## config.mk

```make
export PLATFORM = sky130hd
export DESIGN_NAME = boson_capture_packer_flat
export DESIGN_NICKNAME = d
export VERILOG_FILES = /design/src/rtl/boson_capture_packer_if.sv /design/src/rtl/boson_capture_packer.sv /design/src/flat_wrapper.sv
export SDC_FILE = /design/constraint.sdc
export NUM_CORES = 1
export LEC_CHECK = 0
export CAP_MARGIN = 20
export CORE_MARGIN = 8
export CORE_UTILIZATION = 54
export CTS_CLUSTER_DIAMETER = 200
export DETAILED_ROUTE_END_ITERATION = 12
export GPL_TIMING_DRIVEN = 0
export HOLD_SLACK_MARGIN = 0.08
export PLACE_DENSITY = 0.75
export SKIP_CTS_REPAIR_TIMING = 1
export SLEW_MARGIN = 20
export SYNTH_ARGS = -nofsm -noshare
export SYNTH_HDL_FRONTEND = slang
export SYNTH_SLANG_ARGS = --single-unit
```

## constraint.sdc

```tcl
create_clock -name wb_clk -period 4.2 [get_ports wb_clk]
set_clock_uncertainty 0.05 [all_clocks]
set_input_delay 0.42 -clock wb_clk [delete_from_list [all_inputs] [get_ports wb_clk]]
set_output_delay 0.42 -clock wb_clk [all_outputs]
set_load 0.05 [all_outputs]
```

## src/rtl/boson_capture_packer_if.sv

```systemverilog
// Output word stream of the Boson capture packer: show-ahead FIFO head with valid/ready handshake.
interface boson_capture_packer_if;
    logic [31:0] out_data;
    logic        out_sof;
    logic        out_valid;
    logic        out_ready;

    modport master (output out_data, out_sof, out_valid, input out_ready);
    modport slave  (input out_data, out_sof, out_valid, output out_ready);
endinterface

```

## src/rtl/boson_capture_packer.sv

```systemverilog
// Boson camera capture: VSYNC framing, 16->32 bit pixel packing with SOF tag, and a
// small show-ahead FIFO toward the frame writer. Overflow and short frames are sticky.
module boson_capture_packer #(
    parameter int DEPTH_LOG2  = 3,
    parameter int LINE_PIXELS = 640,
    parameter int FRAME_LINES = 512
) (
    input  logic                          wb_clk,
    input  logic                          wb_rst,
    input  logic                          enable,
    output logic                          busy,
    output logic [15:0]                   frame_count,
    output logic                          overflow,
    output logic                          short_frame,
    input  logic                          clr_err,
    input  logic [15:0]                   boson_data,
    input  logic                          boson_vsync,
    input  logic                          boson_valid,
    boson_capture_packer_if.master        stream
);
    localparam int DEPTH = 1 << DEPTH_LOG2;
    localparam int PW    = (LINE_PIXELS > 1) ? $clog2(LINE_PIXELS) : 1;
    localparam int LW    = (FRAME_LINES > 1) ? $clog2(FRAME_LINES) : 1;
    localparam logic [PW-1:0]         PIX_LAST  = PW'(LINE_PIXELS - 1);
    localparam logic [LW-1:0]         LINE_LAST = LW'(FRAME_LINES - 1);
    localparam logic [DEPTH_LOG2:0]   FULL_CNT  = (DEPTH_LOG2 + 1)'(DEPTH);

    typedef enum logic [1:0] {IDLE, ARMED, CAPTURE} state_t;

    state_t                state;
    logic                  vsync_q;
    logic                  vs_rise;
    logic                  half;
    logic                  sof_pend;
    logic [15:0]           pix0;
    logic [PW-1:0]         pix_cnt;
    logic [LW-1:0]         line_cnt;
    logic                  restart;
    logic                  accept;
    logic                  frame_end;
    logic                  push;
    logic                  do_push;
    logic                  pop;
    logic                  full;
    logic                  empty;
    logic [DEPTH_LOG2-1:0] wr_ptr;
    logic [DEPTH_LOG2-1:0] rd_ptr;
    logic [DEPTH_LOG2:0]   count;
    logic [32:0]           mem [DEPTH];
    logic [32:0]           head;

    assign vs_rise   = boson_vsync & ~vsync_q;
    // A VSYNC edge in ARMED (while enabled) or in CAPTURE both start a fresh frame.
    assign restart   = vs_rise && ((state == ARMED && enable) || state == CAPTURE);
    assign accept    = (state == CAPTURE) && boson_valid && !vs_rise;
    assign frame_end = accept && (pix_cnt == PIX_LAST) && (line_cnt == LINE_LAST);
    assign push      = accept && half;

    always_ff @(posedge wb_clk or posedge wb_rst) begin
        if (wb_rst) begin
            state       <= IDLE;
            busy        <= 1'b0;
            vsync_q     <= 1'b0;
            half        <= 1'b0;
            sof_pend    <= 1'b0;
            pix0        <= '0;
            pix_cnt     <= '0;
            line_cnt    <= '0;
            frame_count <= '0;
            short_frame <= 1'b0;
        end else begin
            // NOTE: non-blocking assignments so every register samples pre-edge values.
            vsync_q <= boson_vsync;

            if (clr_err)
                short_frame <= 1'b0;
            else if (state == CAPTURE && vs_rise)
                short_frame <= 1'b1;

            if (restart) begin
                pix_cnt  <= '0;
                line_cnt <= '0;
                half     <= 1'b0;
                sof_pend <= 1'b1;
            end else if (accept) begin
                if (!half) begin
                    pix0 <= boson_data;
                    half <= 1'b1;
                end else begin
                    half     <= 1'b0;
                    sof_pend <= 1'b0;
                end
                if (pix_cnt == PIX_LAST) begin
                    pix_cnt <= '0;
                    if (line_cnt == LINE_LAST) line_cnt <= '0;
                    else                       line_cnt <= line_cnt + LW'(1);
                end else begin
                    pix_cnt <= pix_cnt + PW'(1);
                end
            end

            case (state)
                IDLE: begin
                    if (enable) begin
                        state <= ARMED;
                        busy  <= 1'b1;
                    end
                end
                ARMED: begin
                    if (!enable) begin
                        state <= IDLE;
                        busy  <= 1'b0;
                    end else if (vs_rise) begin
                        state <= CAPTURE;
                    end
                end
                CAPTURE: begin
                    if (frame_end) begin
                        frame_count <= frame_count + 16'd1;
                        if (enable) begin
                            state <= ARMED;
                        end else begin
                            state <= IDLE;
                            busy  <= 1'b0;
                        end
                    end
                end
                default: begin
                    state <= IDLE;
                    busy  <= 1'b0;
                end
            endcase
        end
    end

    assign empty   = (count == '0);
    assign full    = (count == FULL_CNT);
    assign pop     = !empty && stream.out_ready;
    // When full, a same-cycle pop frees the slot the push needs.
    assign do_push = push && (!full || pop);

    // NOTE: storage is not reset; the output mux below hides stale entries when empty.
    always_ff @(posedge wb_clk) begin
        if (do_push) mem[wr_ptr] <= {sof_pend, boson_data, pix0};
    end

    always_ff @(posedge wb_clk or posedge wb_rst) begin
        if (wb_rst) begin
            wr_ptr   <= '0;
            rd_ptr   <= '0;
            count    <= '0;
            overflow <= 1'b0;
        end else begin
            if (do_push) wr_ptr <= wr_ptr + DEPTH_LOG2'(1);
            if (pop)     rd_ptr <= rd_ptr + DEPTH_LOG2'(1);
            case ({do_push, pop})
                2'b10:   count <= count + (DEPTH_LOG2 + 1)'(1);
                2'b01:   count <= count - (DEPTH_LOG2 + 1)'(1);
                default: count <= count;
            endcase
            if (clr_err)
                overflow <= 1'b0;
            else if (push && !do_push)
                overflow <= 1'b1;
        end
    end

    assign head             = mem[rd_ptr];
    assign stream.out_valid = !empty;
    assign stream.out_data  = empty ? '0 : head[31:0];
    assign stream.out_sof   = !empty && head[32];
endmodule
```

## src/flat_wrapper.sv

```systemverilog
// flat-port wrapper written by rule: the top's interface ports become plain ports
module boson_capture_packer_flat 
#(
    parameter int DEPTH_LOG2  = 3,
    parameter int LINE_PIXELS = 640,
    parameter int FRAME_LINES = 512
)
  (wb_clk, wb_rst, enable, busy, frame_count, overflow, short_frame, clr_err, boson_data, boson_vsync, boson_valid, stream_out_data, stream_out_sof, stream_out_valid, stream_out_ready);
  boson_capture_packer_if stream_i ();
  input  logic wb_clk;
  input  logic wb_rst;
  input  logic enable;
  output logic busy;
  output logic [15:0] frame_count;
  output logic overflow;
  output logic short_frame;
  input  logic clr_err;
  input  logic [15:0] boson_data;
  input  logic boson_vsync;
  input  logic boson_valid;
  output wire logic [$bits(stream_i.out_data)-1:0] stream_out_data;
  output wire logic [$bits(stream_i.out_sof)-1:0] stream_out_sof;
  output wire logic [$bits(stream_i.out_valid)-1:0] stream_out_valid;
  input wire logic [$bits(stream_i.out_ready)-1:0] stream_out_ready;
  assign stream_out_data = stream_i.out_data;
  assign stream_out_sof = stream_i.out_sof;
  assign stream_out_valid = stream_i.out_valid;
  assign stream_i.out_ready = stream_out_ready;
  boson_capture_packer #(.DEPTH_LOG2(DEPTH_LOG2), .LINE_PIXELS(LINE_PIXELS), .FRAME_LINES(FRAME_LINES)) u_core (.wb_clk(wb_clk), .wb_rst(wb_rst), .enable(enable), .busy(busy), .frame_count(frame_count), .overflow(overflow), .short_frame(short_frame), .clr_err(clr_err), .boson_data(boson_data), .boson_vsync(boson_vsync), .boson_valid(boson_valid), .stream(stream_i));
endmodule
```

Word-level counts from Yosys, hierarchy flattened
Memories as Yosys holds them, arrays and structs flattened.
Cells that the tools add are included.
{ "totals": {"register_bits": 69, "ram_bits": 264, "output_inout_bits": 53, "memories": 1} }
{ "op_classes": {"add_sub_neg": 7, "n_eq_ne": 10, "mux": 31, "bitwise_logic": 4, "n_reduce_logical": 32} }
{ "memory_table": {"columns": ["memory", "depth", "word_bits", "rd", "rd_ports_with_merged_regs", "write_ports", "line_no", "source"], "rows": [
  ["u_core.mem", 8, 33, 1, 0, 1, "boson_capture_packer.sv:49", "logic [32:0] mem [DEPTH];"]
]} }
{ "ops": {"columns": ["operator", "n"], "rows": [
  ["two-way mux 9 bit", 4],
  ["two-way mux 32 bit", 1],
  ["two-way mux 10 bit", 3],
  ["adder 16 x 1 -> 16 bit, second input constant", 1],
  ["two-way mux 1 bit", 16],
  ["logical AND 1 bit", 12],
  ["nonzero test 2 bit", 6],
  ["adder 10 x 1 -> 10 bit, second input constant", 1],
  ["== test 10 bit, second input constant", 1],
  ["adder 9 x 1 -> 9 bit, second input constant", 1],
  ["== test 9 bit, second input constant", 1],
  ["two-way mux 2 bit", 4],
  ["case mux 4 bit (2 select lines)", 1],
  ["AND reduction 2 bit", 4],
  ["adder 3 x 1 -> 3 bit, second input constant", 2],
  ["case mux 2 bit (3 select lines)", 1],
  ["AND reduction 3 bit", 2],
  ["adder 4 x 1 -> 4 bit, second input constant", 1],
  ["== test 2 x 1 -> 1 bit, second input constant", 2],
  ["== test 2 bit, second input constant", 2],
  ["== test 4 bit, second input constant", 1],
  ["zero test 1 bit", 4],
  ["zero test 4 bit", 1],
  ["subtractor 4 x 1 -> 4 bit, second input constant", 1],
  ["other kinds (8)", 11]
]} }

Logic depth before layout (Yosys ltp)
{ "depth": {"ltp_word": 10, "mapped_depth": 12, "depth_no_buf": 10} }

Worst setup path after synthesis
Ideal clock, no wire load.
{ "synth_path": {"kind": "reg-to-reg", "startpoint": "register u_core.state[0]", "endpoint": "memory u_core.mem[0][0], enable pin", "arrival_time_ps": 3852, "required_ps": 3686, "path_slack_ps": -166, "stages_incl_launch_ff": 8, "cell_sequence": "dfrtp_1 -> inv_1 -> ha_1 -> and2_1 -> clkbuf_1 -> nand3_1 -> or3_1 -> nor3_1"} }
{ "synth_via": {"elab_chain_len": 7} }
{ "synth_lines": {"columns": ["item", "line_no", "source"], "rows": [
  ["start, declared", "boson_capture_packer.sv:30", "state_t state;"],
  ["start signal, assigned", "boson_capture_packer.sv:61", "state <= IDLE;"],
  ["start signal, assigned", "boson_capture_packer.sv:105", "state <= ARMED;"],
  ["start signal, assigned", "boson_capture_packer.sv:111", "state <= IDLE;"],
  ["== test 2 bit", "boson_capture_packer.sv:55", "assign accept = (state == CAPTURE) && boson_valid && !vs_rise;"],
  ["logical AND 1 bit (2 in a row)", "boson_capture_packer.sv:55", null],
  ["logical AND 1 bit", "boson_capture_packer.sv:57", "assign push = accept && half;"],
  ["logical AND 1 bit", "boson_capture_packer.sv:140", "assign do_push = push && (!full || pop);"],
  ["two-way mux 1 bit", "boson_capture_packer.sv:144", "if (do_push) mem[wr_ptr] <= {sof_pend, boson_data, pix0};"],
  ["two-way mux 1 bit (not written as such)", "boson_capture_packer.sv:144", null],
  ["end, declared", "boson_capture_packer.sv:49", null]
]} }
No other way between the ends.

Final worst setup path
{ "layout_path": {"startpoint": "register u_core.rd_ptr[1]", "endpoint": "output stream_out_data[25]"} }
{ "layout_via": {"elab_chain_len": 2} }
{ "layout_lines": {"columns": ["item", "line_no", "source"], "rows": [
  ["start, declared", "boson_capture_packer.sv:47", "logic [DEPTH_LOG2-1:0] rd_ptr;"],
  ["start signal, assigned", "boson_capture_packer.sv:155", "if (pop) rd_ptr <= rd_ptr + DEPTH_LOG2'(1);"],
  ["memory (8 x 33 bit)", null, null],
  ["two-way mux 32 bit", "boson_capture_packer.sv:170", "assign stream.out_data = empty ? '0 : head[31:0];"],
  ["end, declared", "flat_wrapper.sv:21", "output wire logic [$bits(stream_i.out_data)-1:0] stream_out_data;"]
]} }
No other way between the ends.

==> flow_metrics.tcl <==
set metrics [dict create \
    final_cell_mix "edfxtp_1 (264), clkdlybuf4s50_1 (75), dfrtp_1 (69), mux4_2 (66), nor2_1 (59)" \
    stdcell_count 1205 \
    layout_commonest_cell "edfxtp_1" \
    cp_data_required_time_ns 3.73 \
    ys_warn_count 0 \
    cp_cell_sequence "buf_1, clkbuf_1, mux4_2, mux2i_1, nor2_1, clkdlybuf4s50_1" \
    max-cap-violations 0 \
    grt-ovfl-total 0 \
    p_int_w 0.00731 \
    start_kind "register" \
    portBuffers 75 \
    seq_area_frac_synth 0.727 \
    rsz0062_at_grt "false" \
    reg2reg_slack_ns 0.65 \
    hold_violations 0 \
    place.gp.congestion 0.813 \
    initial_core_util 0.548 \
    placementRows 57 \
    dieArea_mm2 0.0299 \
    drc 0 \
    endpoint_kind "primary output" \
    max-vdd-ir-drop_mv 0.517 \
    min_period_ns 4.02 \
    critPathBufInv 3 \
    fmax_mhz 249 \
    clkSinkCount 333 \
    power_density_mw_per_mm2 687 \
    p_seq_frac 0.374 \
    avgViaCountPerCell 5.89 \
    die_w_um 173 \
    detail-route-antenna-nets 0 \
    cts_buffers 35 \
    wirelength_mm 28.6 \
    setup_viol 0 \
    grt_max_degree 61 \
    slew_violations 0 \
    antenna_found_initial 0 \
    grt_usage 0.194 \
    ctsHtreeMaxLevel 2 \
    netSwitchingFraction 0.334 \
    cts_tree "built" \
    crit_family "buffers and inverters" \
    comb_power_share 0.329 \
    p_total_w 0.0110 \
    grt_pass1_wl_mm 44.7 \
    syn_avg_cell_area_um2 18.2 \
    core_area_mm2 0.0242 \
    ys_seq_elements 333 \
    cts_root_buf "clkbuf_16" \
    critPathMaxFanout 10 \
    vias 7094 \
    place_hpwl_mm 18.2 \
    synth_edf_count 264 \
    cpPeakStageDelay_ns 0.84 \
    clock_latency_ns 0.52 \
    relSlewSlack 0.302 \
    tightest_slew_ns 1.05 \
    clockBufferDepth 3 \
    fin_nets 891 \
    cts.clk_slew.worst_paths_ns 0.06 \
    async_flop_share 0.207 \
    wl_per_cell_um 23.7 \
    dr.pass1.iters 5 \
    drive_above_1_share 0.201 \
    syn-num-nets 766 \
    drt_iter0_drc 593 \
    syn_inst 730 \
    die_height_um 173 \
    min_path_type "in -> async" \
    grt_pass1_vias 7704 \
    finalCritPeriodShare 0.957 \
    ys_types 43 \
    slowest_stage "clkdlybuf4s50_1" \
    p_clk_frac 0.296 \
    synth_top_flop_cell "edfxtp_1" \
    cp.arrival_ns 3.55 \
    outcome "finished, final reports clean" \
    worstSetupPathType "reg -> out" \
    area_growth_pct 20.4 \
    antenna_cells 0 \
    netlist_area_mm2 0.0133 \
    p_leak_nw 5.68 \
    io_pins 76 \
    p_sw_w 0.00367 \
    dp_cells 1142 \
]
power by group through the flow:
stage	clock network [W]	registers, W	logic, W
global route	0.00342	0.00413	0.00383
global placement	0	0.00413	0.00356
detailed placement	0	0.00416	0.00364
floorplan	0	0.00410	0.00255
finish	0.00325	0.00411	0.00362
CTS	0.00329	0.00410	0.00367
worst reg2reg max path, delay by kind of cell (launching register included):
kind          cells  cell delay, ns
buf+inv           5            0.95
simple gates      5            1.58
fa+ha+maj         1            0.26
flops             1            0.41
sequential cells by signal, indices dropped and copies added, names as in the netlist, 2 cells and up:
signal,flops
u_core.count,4
u_core.wr_ptr,3
u_core.frame_count,16
u_core.mem,264
u_core.rd_ptr,3
u_core.pix0,16
u_core.pix_cnt,10
u_core.state,2
u_core.line_cnt,9
cell families (layout without fill, tap and decap cells):
family,count (synthesis),count (layout),share of synthesized area
muxes,124,124,0.158
adders and majority gates,13,13,0.0128
xor gates and xnor gates,29,29,0.0191
buffers and inverters,39,190,0.0117
AOI/OAI and AO/OA,27,27,0.0123
and+or+nand+nor,165,165,0.0592
DFF,333,333,0.727
synthesized netlist by cell type (2+ instances only):
cell	number	area (um^2)
mux2i_1	36	360
nor2_1	65	244
nor3_1	14	70.1
nor4_1	3	18.8
edfxtp_1	264	7930
nand2_1	31	116
dfrtp_1	69	1730
o21ai_0	11	55.1
and3_1	9	56.3
xor2_1	10	87.6
or3_1	3	18.8
buf_2	7	35.0
ha_1	12	150
nor2b_1	2	12.5
nand4_1	6	37.5
nand3_1	16	80.1
clkbuf_1	14	52.6
inv_1	11	41.3
buf_1	7	26.3
mux4_2	66	1490
mux2_2	22	248
a21oi_1	6	30.0
nand2b_1	6	37.5
a32o_1	2	20.0
a31oi_1	2	12.5
xnor2_1	19	166
per-stage QoR:
step           setup TNS [ns]  utilization  setup slack, ns  hold WS, ns  area, um^2
2_1_floorplan               0            -            0.718        0.395       13300
3_3_place_gp          -254.85        0.596            -1.09        0.412       14400
3_5_place_dp                0        0.608            0.478        0.415       14800
4_1_cts              -0.00231        0.659         -0.00156        0.119       16000
5_1_grt                     0        0.659         0.000961        0.131       16000
6_report                    0        0.659            0.181        0.127       16000
per-layer routing:
| layer | vias up | global-route usage | wire, um |
|---|---|---|---|
| li1 | 3096 | - | - |
| met1 | 3707 | 0.250 | 11700 |
| met2 | 245 | 0.336 | 14800 |
| met3 | 46 | 0.0311 | 1520 |
| met4 | 0 | 0.0543 | 591 |
| met5 | - | 0 | 0 |
final cells by class:
type,instances,area (um^2)
sequential,333,9650
fill,1587,8260
multi-input combinational,358,3540
timing repair buffer,88,1000
clock buffer,48,985
tap,324,405
clock inverter,15,246
buffer,28,116
inverter,11,43.8
worst paths after layout:
| kind | start | end | depth (start not counted) |
|---|---|---|---|
| setup reg to reg | u_core.state[0] | u_core.mem[2][12] | 11 |
| hold / removal | wb_rst | u_core.pix0[4] | 2 |
| max in group asynchronous | wb_rst | u_core.count[0] | 3 |
| setup / recovery | u_core.rd_ptr[1] | stream_out_data[25] | 6 |
| min in group wb_clk | boson_vsync | u_core.vsync_q | 1 |
| hold reg to reg | u_core.frame_count[15] | u_core.frame_count[15] | 1 |
Note: power is estimated with default switching activity, not from simulation.
